$ cat src/rtl/pipe_stall_ctrl.sv
// pipe_stall_ctrl: stall/flush controller for the five-stage integer pipeline.
// Ports:
//   clk, rst          clock and asynchronous active-low reset
//   stallreq_if_i     fetch waiting on instruction memory
//   stallreq_id_i     decode load-use hazard
//   ex_start_i        EX operation starts this cycle, ex_cycles_i cycles long
//   flush_i           exception/redirect flush
//   stall_o           hold vector {rsvd, MEM/WB, EX/MEM, ID/EX, IF/ID, PC}
//   flush_o           clear all pipeline registers
//   ex_done_o         EX result produced this cycle
//   busy_o            multi-cycle EX operation in progress
//   stall_cnt_o       saturating count of cycles with a nonzero stall vector
module pipe_stall_ctrl #(
    parameter int CNT_W  = 6,
    parameter int PERF_W = 32
) (
    input  logic              clk,
    input  logic              rst,
    input  logic              stallreq_if_i,
    input  logic              stallreq_id_i,
    input  logic              ex_start_i,
    input  logic [CNT_W-1:0]  ex_cycles_i,
    input  logic              flush_i,
    output logic [5:0]        stall_o,
    output logic              flush_o,
    output logic              ex_done_o,
    output logic              busy_o,
    output logic [PERF_W-1:0] stall_cnt_o
);
    localparam logic [0:0] IDLE = 1'b0;
    localparam logic [0:0] BUSY = 1'b1;
    localparam logic [CNT_W-1:0] ONE = CNT_W'(1);
    logic [0:0]        state;
    logic [CNT_W-1:0]  cnt;
    logic [PERF_W-1:0] perf;
    logic              start_multi;
    logic              last;
    logic              ex_stall;
    assign start_multi = state == IDLE && ex_start_i && !flush_i && ex_cycles_i > ONE;
    assign last        = state == BUSY && cnt == ONE;
    assign ex_stall    = state == BUSY ? (cnt != ONE && !flush_i) : start_multi;
    // Every output is gated by rst so an asserted reset silences the
    // combinational paths immediately, not just the registered state.
    always_comb begin
        stall_o     = !rst || flush_i ? 6'b000000 :
                      ex_stall        ? 6'b001111 :
                      stallreq_id_i   ? 6'b000111 :
                      stallreq_if_i   ? 6'b000011 : 6'b000000;
        flush_o     = rst && flush_i;
        ex_done_o   = rst && !flush_i && (last || (state == IDLE && ex_start_i && ex_cycles_i <= ONE));
        busy_o      = rst && state == BUSY;
        stall_cnt_o = perf;
    end
    always_ff @(posedge clk or negedge rst) begin
        if (!rst) begin
            state <= IDLE;
            cnt   <= '0;
            perf  <= '0;
        end else begin
            if (flush_i || last) begin
                state <= IDLE;
                cnt   <= '0;
            end else if (start_multi) begin
                state <= BUSY;
                cnt   <= ex_cycles_i - ONE;
            end else if (state == BUSY) begin
                cnt <= cnt - ONE;
            end
            if (stall_o != 6'b000000 && perf != '1)
                perf <= perf + 1'b1;
        end
    end
endmodule
$ cat config.mk
export PLATFORM = sky130hd
export DESIGN_NAME = pipe_stall_ctrl
export DESIGN_NICKNAME = d
export VERILOG_FILES = /design/src/rtl/pipe_stall_ctrl.sv
export SDC_FILE = /design/constraint.sdc
export NUM_CORES = 1
export LEC_CHECK = 0
export CORE_MARGIN = 2
export CORE_UTILIZATION = 45
export DETAILED_ROUTE_END_ITERATION = 10
export MAX_ROUTING_LAYER = met4
export PLACE_DENSITY = 0.73
export SYNTH_ARGS = -nofsm -noshare
export SYNTH_HDL_FRONTEND = slang
export SYNTH_SLANG_ARGS = --single-unit
$ cat constraint.sdc
create_clock -name clk -period 3.1 [get_ports clk]
set_input_delay 0.93 -clock clk [delete_from_list [all_inputs] [get_ports clk]]
set_output_delay 0.93 -clock clk [all_outputs]
set_load 0.02 [all_outputs]
Yosys cells after proc, flatten, opt, wreduce, memory -nomap -nowiden --
Cells that the tools add are included.
Storage, ports and cells: bits in writable memories 0, flip-flop bits (word level) 39, bits in latches 0, input port bits 12, ROM bits 0, memories 0
Cells by class: $add $sub $neg 3, shift operators 0, divide/modulo/power cells 0, multipliers 0, bitwise operators 1, eq/ne operators 3, magnitude comparators 2, reduce and logical (&&, ||, !) cells 19, multiplexer cells 10
Operators with widths (number):
- $add A32 B1 Y32 const B | 1
- $ne A32 B32 Y1 const B | 1
- $mux W6 | 3
- $sub A6 B1 Y6 const B | 2
- $logic_and A1 B1 Y1 | 11
- $mux W4 | 2
- $eq A6 B1 Y1 const B | 1
- $gt A6 B1 Y1 const B | 1
- $le A6 B1 Y1 const B | 1
- $ne A6 B1 Y1 const B | 1
- $reduce_bool A6 Y1 | 1
- $logic_or A1 B1 Y1 | 3
- $mux W1 | 3
- $mux W3 | 1
- $reduce_bool A3 Y1 | 1
- $logic_not A1 Y1 | 2
- $mux W2 | 1
- $reduce_bool A2 Y1 | 1
- $not A1 Y1 | 1

Logic depth before layout (Yosys ltp) --
depth after elaboration 9, depth in mapped cells 9, gate-level depth less buffers 8

Worst setup path before layout --
OpenSTA, ideal clock, no wires.
path type input port to output port, from input port ex_cycles_i[2], to output port stall_o[1], buffers on the path 2, slack -0.115 ns, cell stages on the path 6, arrival 2.285 ns, data required time 2.170 ns, path through or3_1 -> o311ai_2 -> a31o_4 -> inv_1 -> buf_2 -> buf_4
On the way: cells in the longest elaborated chain, start to end 5
RTL lines:
- start: declaration | line 22 | input logic [CNT_W-1:0] ex_cycles_i,
- $gt A6 B1 Y1 | line 39 | assign start_multi = state == IDLE && ex_start_i && !flush_i && ex_cycles_i > ONE;
- $logic_and A1 B1 Y1 | line 39
- $mux W1 | line 41 | assign ex_stall = state == BUSY ? (cnt != ONE && !flush_i) : start_multi;
- $mux W4 | line 46 | ex_stall ? 6'b001111 :
- $mux W4 | line 45 | stall_o = !rst || flush_i ? 6'b000000 :
- end: declaration | line 24 | output logic [5:0] stall_o,
Every way passes these cells.

Worst setup path after layout --
from input port ex_cycles_i[4], to output port stall_o[2]
The elaborated chain is that of the path after synthesis.

==> results.cfg <==
[drt]
first_iter_violations = 110
wl_per_cell_um = 14.6
wirelength_um = 5300
drt_pass1_iterations = 4
vias = 1914
ant_nets = 0
drc = 0
vias_per_cell = 5.29

[timing]
skew_ns = 0.00403
slew_headroom = 0.586
setup-tns-final_ns = -0.0250
slew_violations = 0
rsz0062_at_grt = yes
tightest_slew_ns = 0.621
setup_viol = 1
min_period_ns = 3.12
max_freq_mhz = 320
hold_violations = 0
holdWs_ns = 0.496
fin_ws_ns = -0.0250
period_share = 1.01

[logic_synthesis]
synthTopCellsByArea = dfrtp_1 43%, xnor2_1 8.1%, nand4_1 4.7%, xor2_1 4.2%, nand2_1 3.5%
avgSynthCellArea_sq_um = 10.2
synth_commonest_cells = 39 x dfrtp_1, 21 x nand2_1, 21 x xnor2_1
syn_inst = 223
async_flop_share = 1.00
synth_ff_type = dfrtp_1
ys_warn_count = 0
synth_seq_cells = 39
synth_edf_count = 0
yosysMostFrequentCell = dfrtp_1
synth_seq_area_share = 0.429
yosysTopAreaCellShare = 0.429
synth_top_cell_by_area = dfrtp_1
synthesis.area_sq_um = 2280
synthDistinctLibCells = 41

[critical_path]
cp_max_fo = 4
required_ns = 2.17
cp_common_cell = nor2_1
slowest_stage = or3_4
cp_cell_sequence = buf_6, or3_4, o311ai_4, nand2_1, nor2_1, nor2_1, buf_4
max_stage_delay_ns = 0.41
path_class = in -> out
cp-end-kind = output port
cp-start-kind = input pin
crit_arrival_ns = 2.19

[placed_design]
place_congestion = 0.921
dp_hpwl_um = 3820
placed_cells = 351
post-place-ws_ns = -0.871
port-buffer-count = 50

[clocking]
clock_sinks = 39
htree_levels = 2
clock_latency_ns = 0.28
cts_max_path_buffers = 2
cts_tree = yes
cts_inserted_buffers = 5
clk_pin_slew_ns = 0.08
cts-root-buf = clkbuf_8

[cells_and_area]
antenna_cells = 0
final_nets = 311
finalNonFillerCells = 362
area_delta_synth_final_pct = 36.8
layout-drive-gt1-share = 0.241

[floorplan]
die_y_um = 75.1
initial_core_util = 0.476
rows = 25
die_w_um = 75.1
dieArea_sq_um = 5640
core_area_sq_um = 4790
pin_count = 53

[pwr]
vdd_ir_drop_max_mv = 0.263
total_power_uw = 1530
leakagePower_uw = 0.00130
cellPowerDensity_nw_per_um2 = 493

[status]
violations = setup timing
status = finished, violations left

[hold_path]
hold_class = reg -> reg

[flow_run]
drv_cap = 0

[global_route]
grt_usage = 0.211
grt_antenna_before_repair = 0
grt_first_pass_wirelength_um = 8820
gr-total-overflow = 0
grt_pass1_vias = 1837
grt_max_degree = 40
-- power breakdown --
part           internal [uW]  leakage [uW]  total, uW  switching, uW
Clock                    261     0.0000612        437            177
Sequential               573      0.000518        656           83.7
Combinational            215      0.000720        441            226
Total                   1050       0.00130       1530            486
-- state kept, by name (all words and copies together) (netlist names) --
register and cells:
stall_cnt_o 32, state 1, cnt 6
-- cell usage in the layout, fill, tap and decap left out, types with 10 or more instances in the layout --
cell type,instances
dfrtp_1,39
clkdlybuf4s50_1,37
buf_4,22
nand2_1,21
xnor2_1,21
nand4_1,17
nand3_1,15
nor2_1,13
xor2_1,11
nor3_1,10
-- cell type report --
class / count / area [sq um]
inverter: 6 / 25.0
clock inverter: 2 / 35.0
clock buffer: 6 / 82.6
multi-input combinational: 171 / 1280
timing repair buffer: 71 / 628
tap: 67 / 83.8
fill: 435 / 1670
sequential: 39 / 976
-- path summary, 6_finish.rpt --
path	from	slack, ns	end	cells after the start
setup / recovery	ex_cycles_i[4]	-0.02	stall_o[2]	7
hold / removal	stall_cnt_o[21]$_DFFE_PN0P_	0.50	stall_cnt_o[21]$_DFFE_PN0P_	1
setup reg to reg	stall_cnt_o[0]$_DFFE_PN0P_	0.80	stall_cnt_o[4]$_DFFE_PN0P_	6
hold reg to reg	stall_cnt_o[21]$_DFFE_PN0P_	0.50	stall_cnt_o[21]$_DFFE_PN0P_	1
max in group asynchronous	rst	2.02	stall_cnt_o[24]$_DFFE_PN0P_	2
min in group asynchronous	rst	0.74	stall_cnt_o[2]$_DFFE_PN0P_	2
-- stage by stage --
stage,util,area (sq um)
3_3_place_gp,0.617,2950
5_1_grt,0.650,3110
4_1_cts,0.645,3090
3_5_place_dp,0.617,2950
2_1_floorplan,-,2300
6_report,0.650,3110
-- per-layer routing --
metal / GRT usage / part of all wire / vias up
met4: 0.0575 / 0.012 / 0
met5: - / 0 / -
met3: 0.0402 / 0.048 / 6
met2: 0.346 / 0.49 / 57
met1: 0.268 / 0.45 / 915
li1: - / - / 936
-- repair_timing --
item | in CTS | in global routing
endpoints found under the hold margin | 0 | 0
hold buffers | 0 | 0
buffers inserted | 1 | 2
pin swaps | 9 | 0
resized for setup | 57 | 5
endpoints found under the setup margin | 6 | 4
-- critical path: cells and delay by family --
kind	cells	cell delay [ns]
and+or+nand+nor	4	0.72
AOI/OAI and AO/OA	1	0.31
buffers and inverters	2	0.24
-- cells by family after synthesis --
kind of cell,count (synthesis),synth area share
DFF,39,0.429
and+or+nand+nor,110,0.283
muxes,2,0.00989
AOI/OAI and AO/OA,17,0.0698
adders and majority gates,5,0.0275
other,1,0.00165
xor gates and xnor gates,35,0.145
buffers and inverters,14,0.0352
Note: power is estimated with default switching activity, not from simulation.
